$ cat src/rtl/car_sensor_emulator.sv
// Two-beam car sensor waveform generator: emits timed enter/exit beam sequences on request.
// Optional reference occupancy count is enabled by defining CAR_EMU_OCC_COUNT_EN.
module car_sensor_emulator #(
  parameter int HOLD_CYCLES = 4,
  parameter int GAP_CYCLES  = 2,
  parameter int CNT_W       = 3
) (
  input  logic             clk,
  input  logic             reset,
  input  logic             req_valid,
  input  logic             req_dir,
  output logic             req_ready,
  input  logic             abort,
  output logic             a_btn,
  output logic             b_btn,
  output logic             busy,
  output logic             done,
  output logic             aborted,
  output logic [CNT_W-1:0] occ_count
);

  localparam int MAX_CYC = (HOLD_CYCLES > GAP_CYCLES) ? HOLD_CYCLES : GAP_CYCLES;
  localparam int HW      = $clog2(MAX_CYC + 1);
  localparam logic [HW-1:0] HOLD_LD = HW'(HOLD_CYCLES - 1);
  localparam logic [HW-1:0] GAP_LD  = HW'(GAP_CYCLES - 1);

  typedef enum logic [2:0] {IDLE, PH1, PH2, PH3, CLR} state_t;

  state_t        state_q, state_d;
  logic [HW-1:0] hold_q, hold_d;
  logic          dir_q, dir_d;
  logic          abrt_q, abrt_d;
  logic          a_q, a_d, b_q, b_d;
  logic          busy_q, busy_d;
  logic          done_q, done_d;
  logic          aborted_q, aborted_d;

`ifdef CAR_EMU_OCC_COUNT_EN
  logic [CNT_W-1:0] occ_q;
  logic             occ_full, occ_empty;

  assign occ_full  = &occ_q;
  assign occ_empty = (occ_q == '0);
  // Refuse requests that would push the reference count past either end.
  assign req_ready = (state_q == IDLE) && (req_dir ? !occ_empty : !occ_full);
  assign occ_count = occ_q;

  always_ff @(posedge clk or posedge reset) begin
    if (reset) begin
      occ_q <= '0;
    end else if (done_d) begin
      if (!dir_q && !occ_full) begin
        occ_q <= occ_q + 1'b1;
      end else if (dir_q && !occ_empty) begin
        occ_q <= occ_q - 1'b1;
      end
    end
  end
`else
  assign req_ready = (state_q == IDLE);
  assign occ_count = '0;
`endif

  always_comb begin
    state_d   = state_q;
    hold_d    = hold_q;
    dir_d     = dir_q;
    abrt_d    = abrt_q;
    done_d    = 1'b0;
    aborted_d = 1'b0;
    unique case (state_q)
      IDLE: begin
        if (req_valid && req_ready) begin
          state_d = PH1;
          hold_d  = HOLD_LD;
          dir_d   = req_dir;
          abrt_d  = 1'b0;
        end
      end
      PH1, PH2, PH3: begin
        if (abort) begin
          state_d = CLR;
          hold_d  = GAP_LD;
          abrt_d  = 1'b1;
        end else if (hold_q == '0) begin
          hold_d = HOLD_LD;
          case (state_q)
            PH1:     state_d = PH2;
            PH2:     state_d = PH3;
            default: begin
              state_d = CLR;
              hold_d  = GAP_LD;
            end
          endcase
        end else begin
          hold_d = hold_q - 1'b1;
        end
      end
      CLR: begin
        if (hold_q == '0) begin
          state_d = IDLE;
          hold_d  = '0;
          if (abrt_q) begin
            aborted_d = 1'b1;
          end else begin
            done_d = 1'b1;
          end
        end else begin
          hold_d = hold_q - 1'b1;
        end
      end
      default: begin
        state_d = IDLE;
        hold_d  = '0;
      end
    endcase
  end

  // Beams are registered from the next state so they change together with it.
  always_comb begin
    a_d    = 1'b0;
    b_d    = 1'b0;
    busy_d = (state_d != IDLE);
    case (state_d)
      PH1:     {a_d, b_d} = dir_d ? 2'b01 : 2'b10;
      PH2:     {a_d, b_d} = 2'b11;
      PH3:     {a_d, b_d} = dir_d ? 2'b10 : 2'b01;
      default: {a_d, b_d} = 2'b00;
    endcase
  end

  always_ff @(posedge clk or posedge reset) begin
    if (reset) begin
      state_q   <= IDLE;
      hold_q    <= '0;
      dir_q     <= 1'b0;
      abrt_q    <= 1'b0;
      a_q       <= 1'b0;
      b_q       <= 1'b0;
      busy_q    <= 1'b0;
      done_q    <= 1'b0;
      aborted_q <= 1'b0;
    end else begin
      state_q   <= state_d;
      hold_q    <= hold_d;
      dir_q     <= dir_d;
      abrt_q    <= abrt_d;
      a_q       <= a_d;
      b_q       <= b_d;
      busy_q    <= busy_d;
      done_q    <= done_d;
      aborted_q <= aborted_d;
    end
  end

  assign a_btn   = a_q;
  assign b_btn   = b_q;
  assign busy    = busy_q;
  assign done    = done_q;
  assign aborted = aborted_q;

endmodule

$ cat config.mk
export PLATFORM = sky130hd
export DESIGN_NAME = car_sensor_emulator
export DESIGN_NICKNAME = d
export VERILOG_FILES = /design/src/rtl/car_sensor_emulator.sv
export SDC_FILE = /design/constraint.sdc
export NUM_CORES = 1
export LEC_CHECK = 0
export ABC_CLOCK_PERIOD_IN_PS = 2000
export CELL_PAD_IN_SITES_DETAIL_PLACEMENT = 0
export CELL_PAD_IN_SITES_GLOBAL_PLACEMENT = 1
export CORE_MARGIN = 2
export CORE_UTILIZATION = 40
export CTS_BUF_LIST = sky130_fd_sc_hd__clkbuf_2
export DETAILED_ROUTE_END_ITERATION = 7
export PLACE_DENSITY_LB_ADDON = 0.1
export SLEW_MARGIN = 20
export SYNTH_ARGS = -nofsm -noshare
export SYNTH_HDL_FRONTEND = slang
export SYNTH_SLANG_ARGS = --single-unit
$ cat constraint.sdc
create_clock -name clk -period 2 [get_ports clk]
set_input_delay 0.5 -clock clk [delete_from_list [all_inputs] [get_ports clk]]
set_output_delay 0.5 -clock clk [all_outputs]
set_load 0.02 [all_outputs]
==> flow_summary.toml <==
[sta]
setup_viol = 0
skew_ns = 0.00669
slew_violations = 0
rsz0062_at_grt = "no"
period_minus_slack_ns = 1.85
tns_ns = 0
hold_slack_ns = 0.498
fmax_mhz = 542
hold_viol = 0
finalCritPeriodShare_pct = 92.3

[layout]
n_antenna_cell = 0
multiInputGateArea_um2 = 347
layout-drive-gt1-share_pct = 16.3
area_growth_pct = 21.2
post-route-util_pct = 51.7
final_area_um2 = 893
nNetsFinal = 100
nFillCells = 179
seq_area_um2 = 325

[synthesis]
synth.avg_cell_area_um2 = 9.57
ys_top_cells_by_area = "dfrtp_1, o32ai_2, nor2_1, xor2_1, ha_1"
synth_flop_cell = "dfrtp_1"
ys_seq_area_share_pct = 44.1
yosys.area.top_type = "dfrtp_1"
synth_edf_count = 0
netlist_area_um2 = 737
synth_warnings = 0
ys_seq_elements = 13
synthArstFlopShare_pct = 100
synth.top_cell.area_share_pct = 44.1
synth_cell_types = 35
syn_inst = 77

[floorplan]
die_w_um = 46.9
core_area_mm2 = 0.00173
ios = 14
rows = 15
chipHeight_um = 46.9
initial_core_util_pct = 42.7
die_area_mm2 = 0.00220

[placed_design]
port_buffers = 10
placed_area_um2 = 875
hpwl_mm = 1.05
globalplace.congestion = 0.777

[clock_network]
clock-root-buffer = "clkbuf_2"
clkSinkCount = 13
tritoncts.num_buffers = 3
clk_path_buf_depth = 2
clk_pin_slew_ns = 0.13
cts_max_level = 1
cts_tree = "yes"
post_cts_buffers = 0
clock_latency_ns = 0.26
ctsHoldBuffers = 0

[setup_path]
r2r_setup_slack_ns = 0.34
r2r-end = "b_btn"
critPathBufInv = 1
critPathKind = "flip-flop to output pin"
required_ns = 1.50
r2r-start = "hold_q[0]"
critical_path.startpoint_type = "flip-flop"
cp-startpoint = "state_q[0]"
crit_path_cell_trace = "or2_0, nor2_1, dlygate4sd2_1"
worstPathArrival_ns = 1.35
critPathSlowestCell = "dfrtp_1"
critPathMaxStageDelay_ns = 0.39
endpoint_kind = "output pin"
reg2reg_depth = 6
cp_num_cells = 3
cpLargestDelayFamily = "flip-flops"
crit_fanout = 2

[drt]
drtPass1Iterations = 4
wl_mm = 1.34
wl_per_cell_um = 11.4
via_per_inst = 4.80
ant_nets = 0
routed-via-count = 562
drt_iter0_markers = 7
drc = 0

[flow_run]
maxCapViolCount = 0

[outcome]
outcome = "completed"

[worst_hold_path]
holdPathEnd = "hold_q[0]"
worstHoldPathCells = 1
worstHoldPathType = "flip-flop to flip-flop"
hp-start = "hold_q[0]"

[global_routing]
grt_max_degree = 14
grt_pass1_vias = 506
antenna_found_initial = 0
grt-ovfl-total = 0
track_usage_pct = 15.4
grt_pass1_wl_mm = 2.30

[power]
powerDensity_mw_per_mm2 = 1430
max-vdd-ir-drop_mv = 0.679
p_leak_uw = 0.000418
## sequential cells by signal, indices dropped and copies added (netlist names)
name and count:
abrt_q 1, a_btn 1, done 1, hold_q 3, dir_q 1, busy 1, aborted 1, state_q 3
b_btn 1
## cell families after synthesis
logic type | count (synthesis) | synth area share (%)
compound gates | 20 | 19.9
xor+xnor | 3 | 3.57
fa+ha+maj | 3 | 4.75
buf+inv | 14 | 9.85
flops | 13 | 44.1
mux | 1 | 1.36
other cells | 1 | 0.509
simple gates | 22 | 16.0
## area by class of cell
| class | instances | area share, % |
|---|---|---|
| Multi-Input combinational cell | 52 | 38.8 |
| Sequential cell | 13 | 36.4 |
| Timing Repair Buffer | 16 | 16.1 |
| Tap cell | 25 | 3.50 |
| Inverter | 7 | 2.94 |
| Clock buffer | 4 | 2.24 |
## how the worst max path moves through the flow
stage | to | slack, ns
2_1_floorplan | req_ready | 0.38
3_3_place_gp | b_btn | 0.03
3_5_place_dp | b_btn | 0.02
4_1_cts | req_ready | 0.11
5_1_grt | req_ready | 0.04
6_report | req_ready | 0.15
## per-layer routing
| layer | share of wire, % | vias to the layer above | track usage, % |
|---|---|---|---|
| met4 | 0.97 | 0 | 8.33 |
| met3 | 3.1 | 2 | 3.46 |
| met2 | 44 | 10 | 20.5 |
| met5 | 0 | - | 0 |
| li1 | - | 288 | - |
| met1 | 52 | 262 | 22.7 |
## placed cells by master, fill, tap and decap left out, types with 2 or more instances in the layout
cell type        netlist  layout
a21oi_1                4       4
buf_4                  3       6
clkbuf_2               0       4
clkdlybuf4s50_1        0       9
conb_1                 1       3
dfrtp_1               13      13
ha_1                   2       2
inv_1                  6       6
nand2_1                4       4
nand3_1                2       2
nor2_1                 7       7
nor3_1                 2       2
o21ai_0                3       3
o21ai_1                3       3
o32ai_2                2       2
xor2_1                 3       3
## where the power goes
part	internal, uW	switching, uW
registers	363	55.4
clock network	53.1	82.5
logic	320	401
total	736	539
## through the flow
step / instances / setup slack, ns / total power [uW]
2_1_floorplan: 79 / 0.382 / 948
4_1_cts: 117 / 0.109 / 1290
3_5_place_dp: 113 / 0.0196 / 1160
5_1_grt: 117 / 0.0433 / 1400
3_3_place_gp: 113 / 0.0318 / 1150
6_report: 117 / 0.154 / 1270
## synth_stat cells, types with 2 or more instances
cell type  number
a21oi_1         4
buf_4           3
clkbuf_1        2
dfrtp_1        13
ha_1            2
inv_1           6
nand2_1         4
nand3_1         2
nor2_1          7
nor3_1          2
o21ai_0         3
o21ai_1         3
o32ai_2         2
xor2_1          3
## what timing repair did
item | 4_1_cts | 5_1_grt
gates resized for setup | 1 | 0
endpoints found under the hold margin | 0 | 0
setup endpoints to repair | 1 | 0
Power figures use the tool's default switching activity.
